**config.mk**
```make
export PLATFORM = sky130hd
export DESIGN_NAME = stream_mux_rr
export DESIGN_NICKNAME = d
export VERILOG_FILES = /design/src/rtl/stream_mux_pkg.sv /design/src/rtl/stream_mux_rr_arb.sv /design/src/rtl/stream_mux_rr.sv
export SDC_FILE = /design/constraint.sdc
export NUM_CORES = 1
export LEC_CHECK = 0
export BUFFER_PORTS_ARGS = -buffer_cell sky130_fd_sc_hd__buf_2
export CAP_MARGIN = 15
export CORE_MARGIN = 2
export CORE_UTILIZATION = 30
export CTS_CLUSTER_DIAMETER = 50
export DETAILED_ROUTE_END_ITERATION = 7
export SETUP_SLACK_MARGIN = 0.3
export SLEW_MARGIN = 30
export SYNTH_ARGS = -nofsm -noshare
export SYNTH_HDL_FRONTEND = slang
export SYNTH_HIERARCHICAL = 1
export SYNTH_SLANG_ARGS = --single-unit
export TNS_END_PERCENT = 100
```
**constraint.sdc**
```tcl
create_clock -name clk -period 3 [get_ports clk]
set_clock_uncertainty 0.15 [all_clocks]
set_input_delay 0.6 -clock clk [delete_from_list [all_inputs] [get_ports clk]]
set_output_delay 0.6 -clock clk [all_outputs]
set_load 0.03 [all_outputs]
```
**src/rtl/stream_mux_pkg.sv**
```systemverilog
// Shared widths and helpers for the stream_mux family of multiplexers.
package stream_mux_pkg;

  // Widest channel vector the one-hot helper accepts.
  localparam int unsigned MAX_CH = 64;

  // Index width for n items; never narrower than one bit.
  function automatic int unsigned clog2(input int unsigned n);
    int unsigned r;
    r = 0;
    for (int unsigned i = 0; i < 32; i++) begin
      if ((64'd1 << i) < 64'(n)) r = i + 1;
    end
    if (r < 1) r = 1;
    return r;
  endfunction

  // OR-reduction encoder; callers truncate the result to their own IDXW.
  function automatic logic [31:0] onehot_to_idx(input logic [MAX_CH-1:0] oh);
    logic [31:0] idx;
    idx = '0;
    for (int unsigned i = 0; i < MAX_CH; i++) begin
      if (oh[i]) idx = idx | 32'(i);
    end
    return idx;
  endfunction

endpackage

```
**src/rtl/stream_mux_rr_arb.sv**
```systemverilog
// Grant logic for stream_mux_rr. STREAM_MUX_RR_ARB_EN selects round-robin with a
// priority pointer; without it the block is a plain lowest-index priority encoder.
module stream_mux_rr_arb
  import stream_mux_pkg::*;
#(
  parameter  int unsigned NCH  = 4,
  localparam int unsigned IDXW = clog2(NCH)
) (
  input  logic           clk,
  input  logic           rst_n,
  input  logic [NCH-1:0] req,
  input  logic           adv,
  output logic [NCH-1:0] grant
);

`ifdef STREAM_MUX_RR_ARB_EN
  logic [IDXW-1:0] ptr;
  logic [IDXW-1:0] gidx;

  // Cyclic search starting at ptr; the wrap handles non-power-of-two NCH.
  always_comb begin : rr_search
    logic            found;
    logic [IDXW-1:0] c;
    grant = '0;
    found = 1'b0;
    c     = '0;
    for (int unsigned k = 0; k < NCH; k++) begin
      if (32'(ptr) + k >= NCH) c = IDXW'(32'(ptr) + k - NCH);
      else                     c = IDXW'(32'(ptr) + k);
      if (!found && req[c]) begin
        grant[c] = 1'b1;
        found    = 1'b1;
      end
    end
  end

  assign gidx = IDXW'(onehot_to_idx(MAX_CH'(grant)));

  // Pointer moves just past the channel that was accepted.
  always_ff @(posedge clk or negedge rst_n) begin
    if (!rst_n) begin
      ptr <= '0;
    end else if (adv) begin
      ptr <= (32'(gidx) == NCH - 1) ? '0 : gidx + 1'b1;
    end
  end
`else
  logic unused_arb;

  always_comb begin : fixed_search
    logic found;
    grant = '0;
    found = 1'b0;
    for (int unsigned i = 0; i < NCH; i++) begin
      if (!found && req[i]) begin
        grant[i] = 1'b1;
        found    = 1'b1;
      end
    end
  end

  // Fixed priority is stateless; the sequencing inputs are intentionally unused.
  assign unused_arb = ^{clk, rst_n, adv};
`endif

endmodule

```
**src/rtl/stream_mux_rr.sv**
```systemverilog
// NCH-to-1 val/rdy stream multiplexer with a registered output stage.
// Arbitration is round-robin when STREAM_MUX_RR_ARB_EN is defined, fixed priority otherwise.
module stream_mux_rr
  import stream_mux_pkg::*;
#(
  parameter  int unsigned NCH  = 4,
  parameter  int unsigned W    = 4,
  localparam int unsigned IDXW = clog2(NCH)
) (
  input  logic             clk,
  input  logic             rst_n,
  input  logic [NCH-1:0]   in_val,
  output logic [NCH-1:0]   in_rdy,
  input  logic [NCH*W-1:0] in_msg,
  output logic             out_val,
  input  logic             out_rdy,
  output logic [W-1:0]     out_msg,
  output logic [IDXW-1:0]  out_chan
);

  logic [NCH-1:0]  grant;
  logic            space;
  logic            in_xfer;
  logic [W-1:0]    sel_msg;
  logic [IDXW-1:0] sel_chan;

  stream_mux_rr_arb #(
    .NCH (NCH)
  ) u_arb (
    .clk   (clk),
    .rst_n (rst_n),
    .req   (in_val),
    .adv   (in_xfer),
    .grant (grant)
  );

  // Register can accept when empty or being drained this cycle.
  assign space   = ~out_val | out_rdy;
  assign in_rdy  = grant & {NCH{space & rst_n}};
  assign in_xfer = |(in_val & in_rdy);

  // AND-OR select; grant is one-hot or zero.
  always_comb begin
    sel_msg = '0;
    for (int unsigned i = 0; i < NCH; i++) begin
      sel_msg = sel_msg | (in_msg[i*W +: W] & {W{grant[i]}});
    end
  end

  assign sel_chan = IDXW'(onehot_to_idx(MAX_CH'(grant)));

  // Output register: reload on input transfer, else clear valid on drain.
  always_ff @(posedge clk or negedge rst_n) begin
    if (!rst_n) begin
      out_val  <= 1'b0;
      out_msg  <= '0;
      out_chan <= '0;
    end else if (in_xfer) begin
      out_val  <= 1'b1;
      out_msg  <= sel_msg;
      out_chan <= sel_chan;
    end else if (out_rdy) begin
      out_val  <= 1'b0;
    end
  end

endmodule

```
==> report_table.html, run 1 <==
<table>
<tr><th>Metric</th><th>Value</th></tr>
<tr><th colspan="2">Worst setup path</th></tr>
<tr><td>Internal reg-to-reg setup slack</td><td>1650 ps</td></tr>
<tr><td>Arrival time at the worst endpoint</td><td>1630 ps</td></tr>
<tr><td>Worst setup path category</td><td>in2out</td></tr>
<tr><td>Maximum fanout along the worst path</td><td>10</td></tr>
<tr><td>Kind of start point of the critical path</td><td>input pin</td></tr>
<tr><td>Sort of element at the end of the critical path</td><td>primary output</td></tr>
<tr><td>CP Launch Point</td><td>in_val[0]</td></tr>
<tr><td>Required time at the endpoint of the critical path</td><td>2250 ps</td></tr>
<tr><td>Startpoint of the worst-slack reg-to-reg timing path</td><td>out_val</td></tr>
<tr><th colspan="2">Global route</th></tr>
<tr><td>Wire length of the first global-routing pass</td><td>2.04 mm</td></tr>
<tr><td>Initial antenna violation count</td><td>0</td></tr>
<tr><td>All-layer global routing usage</td><td>0.148</td></tr>
<tr><td>GRT overflow</td><td>0</td></tr>
<tr><td>Number of global-route vias before repair</td><td>481</td></tr>
<tr><td>Largest net degree at the start of global routing</td><td>13</td></tr>
<tr><th colspan="2">Die</th></tr>
<tr><td>Core box area</td><td>1510 um^2</td></tr>
<tr><td>Die span in y</td><td>43.9 um</td></tr>
<tr><td>Die W</td><td>43.9 um</td></tr>
<tr><td>Initial core utilization</td><td>0.316</td></tr>
<tr><td>Placement row count</td><td>14</td></tr>
<tr><td>Area of the die</td><td>1920 um^2</td></tr>
<tr><td>IO Count</td><td>34</td></tr>
<tr><th colspan="2">Run</th></tr>
<tr><td>Max cap viols</td><td>0</td></tr>
<tr><th colspan="2">Drt</th></tr>
<tr><td>Detailed router's first-iteration violation count</td><td>8</td></tr>
<tr><td>Residual DRC</td><td>0</td></tr>
<tr><td>Final wirelength</td><td>1.27 mm</td></tr>
<tr><td>Routed wire per std cell</td><td>13.3 um</td></tr>
<tr><td>Post-route antenna net violation count</td><td>0</td></tr>
<tr><td>Vias/cell</td><td>5.15</td></tr>
<tr><td>Number of vias after detailed routing</td><td>494</td></tr>
<tr><td>Detailed Routing Iterations Pass 1</td><td>3</td></tr>
<tr><th colspan="2">Hold path</th></tr>
<tr><td>Worst min-delay path category</td><td>in2async</td></tr>
<tr><th colspan="2">Clock network</th></tr>
<tr><td>Number of post-CTS setup repair buffers</td><td>0</td></tr>
<tr><td>TritonCTS clock tree</td><td>yes</td></tr>
<tr><td>Source-to-sink clock delay at the later pin of the worst-skew pair</td><td>260 ps</td></tr>
<tr><td>Number of clock sinks</td><td>7</td></tr>
<tr><td>Post_cts resized</td><td>0</td></tr>
<tr><td>Deepest clock path buffer count</td><td>2</td></tr>
<tr><td>Clock transition at the register clock pins on the worst setup and hold paths after CTS</td><td>60 ps</td></tr>
<tr><td>Number of hold-repair buffers added at the cts stage</td><td>0</td></tr>
<tr><td>Clock buffers created by TritonCTS</td><td>3</td></tr>
<tr><td>Maximum level of the CTS H-tree</td><td>1</td></tr>
<tr><td>Clock root cell</td><td>sky130_fd_sc_hd__clkbuf_4</td></tr>
<tr><th colspan="2">Pwr</th></tr>
<tr><td>Peak ir drop on the vdd network</td><td>0.141 mV</td></tr>
<tr><td>Power density relative to cell area</td><td>542 nW/um^2</td></tr>
<tr><td>Leak Pwr</td><td>0.397 nW</td></tr>
<tr><th colspan="2">Cells and area</th></tr>
<tr><td>Sequential cell area</td><td>175 um^2</td></tr>
<tr><td>Area of all placed cells without fillers</td><td>684 um^2</td></tr>
<tr><td>Fraction of layout instances using a drive strength above 1</td><td>0.575</td></tr>
<tr><td># diodes</td><td>0</td></tr>
<tr><td># nets final</td><td>104</td></tr>
<tr><td>Signed area change from the synthesized netlist to the final layout</td><td>43.6%</td></tr>
<tr><td>Number of inserted filler cells in the final layout</td><td>158</td></tr>
<tr><td>Footprint of the multi-input gates</td><td>275 um^2</td></tr>
<tr><td>Final standard cell count with taps included and fillers excluded</td><td>96</td></tr>
<tr><th colspan="2">Outcome</th></tr>
<tr><td>Run status</td><td>finished, final reports clean</td></tr>
<tr><th colspan="2">Place</th></tr>
<tr><td>Placed Cells</td><td>92</td></tr>
<tr><td>Port buffer count</td><td>33</td></tr>
<tr><td>Final weighted congestion in routability-driven placement</td><td>0.728</td></tr>
<tr><td>Post-Place Cell Area</td><td>658 um^2</td></tr>
<tr><td>Detailed-placement wirelength estimate</td><td>968 um</td></tr>
<tr><th colspan="2">STA</th></tr>
<tr><td>Final Hold Violating Endpoints</td><td>0</td></tr>
<tr><td>Post-layout min period</td><td>2380 ps</td></tr>
<tr><td>Relative slew margins</td><td>0.659</td></tr>
<tr><td>Number of slew-limit violations in the final report</td><td>0</td></tr>
<tr><td>Maximum clock frequency</td><td>420 MHz</td></tr>
<tr><td>Transition time of the tightest slew-check pin</td><td>510 ps</td></tr>
<tr><td>Setup TNS</td><td>0 ps</td></tr>
<tr><td>Period utilization</td><td>0.794</td></tr>
<tr><td>Total setup violations reported at the end of the flow</td><td>0</td></tr>
<tr><td>Unrepaired setup endpoints after global routing</td><td>false</td></tr>
<tr><th colspan="2">Yosys</th></tr>
<tr><td>Number of instances in the synthesized netlist</td><td>43</td></tr>
<tr><td>Synthesized area divided by synthesized cell count</td><td>11.1 um^2</td></tr>
<tr><td>Synthesis Warnings</td><td>6</td></tr>
<tr><td>Post-Syn Area</td><td>477 um^2</td></tr>
<tr><td>Post-synthesis net count</td><td>66</td></tr>
</table>
-- path summary, 6_finish.rpt --
kind / depth (start not counted) / to
worst min-delay path: 1 / out_chan[1]
worst min register to register: 1 / out_msg[1]
worst max-delay path: 4 / in_rdy[1]
worst max register to register: 3 / out_msg[3]
min in group clk: 1 / out_msg[1]
max in group asynchronous: 1 / out_msg[0]
-- area by class of cell --
cell class	count	share of cell area
clock buffer	4	0.0384
inverter	2	0.0110
sequential	7	0.256
multi-input combinational	32	0.402
timing repair buffer	35	0.263
tap	16	0.0293
-- where the power goes --
group,switching (mW),internal (mW)
logic,0.0893,0.0623
registers,0.0113,0.117
clock network,0.0399,0.0511
-- worst max-delay path: stages --
cell                      delay (ps)
sky130_fd_sc_hd__buf_2           160
sky130_fd_sc_hd__nor2b_1         430
sky130_fd_sc_hd__and3_1          240
sky130_fd_sc_hd__buf_2           190
-- through the flow --
stage | utilization | hold WS, ps | power, mW | setup slack [ps]
2_1_floorplan | - | 154 | 0.232 | 717
3_3_place_gp | 0.437 | 328 | 0.281 | 705
3_5_place_dp | 0.437 | 331 | 0.284 | 651
4_1_cts | 0.454 | 49.5 | 0.375 | 634
5_1_grt | 0.454 | 66.9 | 0.390 | 501
6_report | 0.454 | 54.2 | 0.371 | 618
-- flip-flops by register name, summed over array words and instances (netlist names) --
register and cells:
out_chan 2, out_msg 4, out_val 1
-- layout by cell type, fill, tap and decap left out --
cell                        n
sky130_fd_sc_hd__buf_2     33
sky130_fd_sc_hd__a22oi_1    8
sky130_fd_sc_hd__dfrtp_1    7
sky130_fd_sc_hd__nand2_1    5
sky130_fd_sc_hd__mux2_4     4
sky130_fd_sc_hd__and3_1     3
sky130_fd_sc_hd__clkbuf_4   3
sky130_fd_sc_hd__nor2_1     2
sky130_fd_sc_hd__inv_1      2
sky130_fd_sc_hd__mux2i_1    2
sky130_fd_sc_hd__buf_4      2
sky130_fd_sc_hd__nand2b_1   1
sky130_fd_sc_hd__and3_2     1
sky130_fd_sc_hd__a22o_1     1
sky130_fd_sc_hd__a22o_4     1
sky130_fd_sc_hd__o211ai_4   1
sky130_fd_sc_hd__clkbuf_1   1
sky130_fd_sc_hd__nor2b_1    1
sky130_fd_sc_hd__nor4b_2    1
sky130_fd_sc_hd__nor3b_1    1
-- metal layers --
| layer | GRT usage | wire length, um | share of wire |
|---|---|---|---|
| met1 | 0.176 | 521 | 0.41 |
| met2 | 0.226 | 586 | 0.46 |
| met3 | 0.0375 | 131 | 0.10 |
| met4 | 0.109 | 35 | 0.027 |
| met5 | 0 | 0 | 0 |
(Power assumes the default switching activity.)
==> inputs of run 2 (changes only) <==
--- a/config.mk
+++ b/config.mk
@@ -5,6 +5,7 @@
 export SDC_FILE = /design/constraint.sdc
 export NUM_CORES = 1
 export LEC_CHECK = 0
+export ABC_AREA = 1
 export BUFFER_PORTS_ARGS = -buffer_cell sky130_fd_sc_hd__buf_2
 export CAP_MARGIN = 15
 export CORE_MARGIN = 2
==> constraint.sdc (replaced) <==
create_clock -name clk -period 2.01 [get_ports clk]
set_clock_uncertainty 0.15 [all_clocks]
set_input_delay 0.402 -clock clk [delete_from_list [all_inputs] [get_ports clk]]
set_output_delay 0.402 -clock clk [all_outputs]
set_load 0.03 [all_outputs]
==> run 2 against run 1 <==
  * Cell count up 38%
  * Sequential share of layout area down 3.2 points
  * First-iteration DRC count up 13%
  * Worst setup slack worse by 300 ps
  * Flip-flop and latch count unchanged
  * Critical path type unchanged
  * Combinational power up 38%
  * Design area up 14%
==> report_table.html, run 2 <==
<table>
<tr><th>Metric</th><th>Value</th></tr>
<tr><th colspan="2">Die</th></tr>
<tr><td>Initial core utilization</td><td>0.316 (unchanged)</td></tr>
<tr><td>Die W</td><td>43.9 um (unchanged)</td></tr>
<tr><td>IO Count</td><td>34 (unchanged)</td></tr>
<tr><td>Core box area</td><td>1510 um^2 (unchanged)</td></tr>
<tr><td>Area of the die</td><td>1920 um^2 (unchanged)</td></tr>
<tr><td>Die span in y</td><td>43.9 um (unchanged)</td></tr>
<tr><td>Placement row count</td><td>14 (unchanged)</td></tr>
<tr><th colspan="2">Yosys</th></tr>
<tr><td>Post-Syn Area</td><td>477 um^2 (unchanged)</td></tr>
<tr><td>Number of instances in the synthesized netlist</td><td>75 (+74%)</td></tr>
<tr><td>Synthesized area divided by synthesized cell count</td><td>6.36 um^2 (-43%)</td></tr>
<tr><td>Synthesis Warnings</td><td>6 (unchanged)</td></tr>
<tr><td>Post-synthesis net count</td><td>98 (+48%)</td></tr>
<tr><th colspan="2">Global route</th></tr>
<tr><td>GRT overflow</td><td>0 (unchanged)</td></tr>
<tr><td>Number of global-route vias before repair</td><td>549 (+14%)</td></tr>
<tr><td>Met3 GRT Util</td><td>0.0583 (+0.0208)</td></tr>
<tr><td>Met1 Usage GRT</td><td>0.197 (+0.0214)</td></tr>
<tr><td>M2 GR Usage</td><td>0.244 (+0.0176)</td></tr>
<tr><td>Wire length of the first global-routing pass</td><td>2.19 mm (+7.1%)</td></tr>
<tr><td>Largest net degree at the start of global routing</td><td>10 (-3)</td></tr>
<tr><td>Layer with the highest usage</td><td>met2</td></tr>
<tr><td>Initial antenna violation count</td><td>0 (unchanged)</td></tr>
<tr><td>All-layer global routing usage</td><td>0.154 (+0.00624)</td></tr>
<tr><th colspan="2">Hold path</th></tr>
<tr><td>Worst min-delay path category</td><td>in2reg</td></tr>
<tr><td>Hold path startpoint</td><td>out_rdy</td></tr>
<tr><th colspan="2">STA</th></tr>
<tr><td>Final Hold Violating Endpoints</td><td>0 (unchanged)</td></tr>
<tr><td>Transition time of the tightest slew-check pin</td><td>330 ps (-180 ps)</td></tr>
<tr><td>Number of slew-limit violations in the final report</td><td>0 (unchanged)</td></tr>
<tr><td>Maximum clock frequency</td><td>590 MHz</td></tr>
<tr><td>Total setup violations reported at the end of the flow</td><td>0 (unchanged)</td></tr>
<tr><td>Period utilization</td><td>0.843</td></tr>
<tr><td>Worst Hold Margin</td><td>317 ps (+263 ps)</td></tr>
<tr><td>Relative slew margins</td><td>0.779 (+0.120)</td></tr>
<tr><td>Post-layout min period</td><td>1690 ps</td></tr>
<tr><td>Setup TNS</td><td>0 ps (unchanged)</td></tr>
<tr><td>Unrepaired setup endpoints after global routing</td><td>false</td></tr>
<tr><th colspan="2">Clock network</th></tr>
<tr><td>Clock root cell</td><td>sky130_fd_sc_hd__clkbuf_4</td></tr>
<tr><td>TritonCTS clock tree</td><td>yes</td></tr>
<tr><td>Number of clock sinks</td><td>7 (unchanged)</td></tr>
<tr><td>Clock buffers created by TritonCTS</td><td>3 (unchanged)</td></tr>
<tr><td>Maximum level of the CTS H-tree</td><td>1 (unchanged)</td></tr>
<tr><td>Deepest clock path buffer count</td><td>2 (unchanged)</td></tr>
<tr><td>Source-to-sink clock delay at the later pin of the worst-skew pair</td><td>250 ps (about the same)</td></tr>
<tr><td>Clock transition at the register clock pins on the worst setup and hold paths after CTS</td><td>50 ps (about the same)</td></tr>
<tr><th colspan="2">Drt</th></tr>
<tr><td>Residual DRC</td><td>0 (unchanged)</td></tr>
<tr><td>Number of vias after detailed routing</td><td>612 (+24%)</td></tr>
<tr><td>Routed wire per std cell</td><td>11.2 um (-16%)</td></tr>
<tr><td>Final wirelength</td><td>1.48 mm (+16%)</td></tr>
<tr><td>Vias/cell</td><td>4.64 (-9.9%)</td></tr>
<tr><td>Detailed router's first-iteration violation count</td><td>9 (+1)</td></tr>
<tr><td>Detailed Routing Iterations Pass 1</td><td>4 (+1)</td></tr>
<tr><td>Post-route antenna net violation count</td><td>0 (unchanged)</td></tr>
<tr><th colspan="2">Cells and area</th></tr>
<tr><td>Area of all placed cells without fillers</td><td>781 um^2 (+14%)</td></tr>
<tr><td>Max reg flops</td><td>4 (unchanged)</td></tr>
<tr><td># nets final</td><td>140 (+35%)</td></tr>
<tr><td>Most flop-heavy register</td><td>out_msg</td></tr>
<tr><td>Top library cells by usage in the layout, fill and taps aside</td><td>31 x sky130_fd_sc_hd__nand2_1, 28 x sky130_fd_sc_hd__buf_2, 8 x sky130_fd_sc_hd__nand4_1, 7 x sky130_fd_sc_hd__dfrtp_1</td></tr>
<tr><td>Most common library cell in the layout ignoring fill and taps</td><td>sky130_fd_sc_hd__nand2_1</td></tr>
<tr><td>Fraction of layout instances using a drive strength above 1</td><td>0.491 (-0.0836)</td></tr>
<tr><td>Final standard cell count with taps included and fillers excluded</td><td>132 (+38%)</td></tr>
<tr><td># diodes</td><td>0 (unchanged)</td></tr>
<tr><td>Signed area change from the synthesized netlist to the final layout</td><td>63.8%</td></tr>
<tr><td>Top Registers</td><td>out_msg x4, out_chan x2, out_val x1</td></tr>
<tr><td>Number of inserted filler cells in the final layout</td><td>156 (-1.3%)</td></tr>
<tr><th colspan="2">Outcome</th></tr>
<tr><td>Run status</td><td>finished, final reports clean</td></tr>
<tr><th colspan="2">Run</th></tr>
<tr><td>Max cap viols</td><td>0 (unchanged)</td></tr>
<tr><th colspan="2">Place</th></tr>
<tr><td>Placed Cells</td><td>126 (+37%)</td></tr>
<tr><td>Final weighted congestion in routability-driven placement</td><td>0.836 (+15%)</td></tr>
<tr><td>Post-Place Cell Area</td><td>682 um^2 (+3.6%)</td></tr>
<tr><td>Detailed-placement wirelength estimate</td><td>1.09 mm (+13%)</td></tr>
<tr><td>Port buffer count</td><td>33 (unchanged)</td></tr>
<tr><th colspan="2">Worst setup path</th></tr>
<tr><td>Startpoint of the worst-slack reg-to-reg timing path</td><td>out_val</td></tr>
<tr><td>CP Launch Point</td><td>in_val[0]</td></tr>
<tr><td>Internal reg-to-reg setup slack</td><td>760 ps (-890 ps)</td></tr>
<tr><td>Worst setup path category</td><td>in2out</td></tr>
<tr><td>Maximum fanout along the worst path</td><td>9 (-1)</td></tr>
<tr><td>Required time at the endpoint of the critical path</td><td>1460 ps (-790 ps)</td></tr>
<tr><td>Arrival time at the worst endpoint</td><td>1140 ps (-490 ps)</td></tr>
<tr><td>Kind of start point of the critical path</td><td>input pin</td></tr>
<tr><td>Sort of element at the end of the critical path</td><td>primary output</td></tr>
<tr><th colspan="2">Pwr</th></tr>
<tr><td>Peak ir drop on the vdd network</td><td>0.427 mV (+200%)</td></tr>
<tr><td>Power density relative to cell area</td><td>664 nW/um^2 (+23%)</td></tr>
<tr><td>Leak Pwr</td><td>0.451 nW (+14%)</td></tr>
</table>
==> run 2: cell count changes in the layout (fill, tap and decap cells not counted), sizes merged, moves of 2 or more <==
cell / before / now
and3: 4 / 0
mux2i: 2 / 0
inv: 2 / 8
mux2: 4 / 0
a22oi: 8 / 0
a22o: 2 / 0
nor2: 2 / 8
nand2: 5 / 37
nand4: 0 / 8
o21ai: 0 / 6
==> run 2: per-layer routing <==
layer,share of wire,vias up
met5,0,-
met4,0,0
met3,0.047,0
met2,0.52,17
met1,0.44,272
li1,-,323
==> run 2: power breakdown <==
group	internal [mW]	leakage, nW	switching, mW
Sequential	0.170	0.0893	0.0148
Clock	0.0756	0.0150	0.0491
Combinational	0.0711	0.347	0.138
Total	0.316	0.451	0.202
==> run 2: final timing paths <==
kind                          endpoint  depth (start not counted)
max in group asynchronous   out_msg[0]                          2
setup / recovery             in_rdy[3]                          7
hold / removal                 out_val                          4
hold reg to reg             out_msg[3]                          2
min in group asynchronous  out_chan[0]                          2
setup reg to reg            out_msg[3]                          5
==> run 2: layout make-up <==
type	count	area [um^2]	share of cell area
tap	16	20.0	0.0256
sequential	7	175	0.224
multi-input combinational	59	304	0.389
timing repair buffer	38	225	0.288
inverter	8	30.0	0.0385
clock buffer	4	26.3	0.0337
==> run 2: critical path, cell delays in order <==
cell	delay, ps
sky130_fd_sc_hd__clkbuf_4	160
sky130_fd_sc_hd__inv_2	60
sky130_fd_sc_hd__nand2_2	80
sky130_fd_sc_hd__nor2_4	120
sky130_fd_sc_hd__inv_2	60
sky130_fd_sc_hd__nor2_2	120
sky130_fd_sc_hd__buf_6	140
==> run 2: per-stage QoR <==
step / worst slack (ps) / util / power (mW)
final: 316 / 0.518 / 0.518
after global routing: 272 / 0.518 / 0.556
after CTS: 288 / 0.485 / 0.515
after detailed placement: 260 / 0.453 / 0.380
after global placement: 304 / 0.453 / 0.378
after floorplan: 283 / - / 0.307
==> run 2: timing repair <==
| action | CTS | global route |
|---|---|---|
| pin swaps | 0 | 5 |
| setup endpoints to repair | 4 | 4 |
| setup buffers | 0 | 1 |
| gates resized for setup | 5 | 15 |
| hold endpoints to repair | 7 | 0 |
| hold buffers | 1 | 0 |
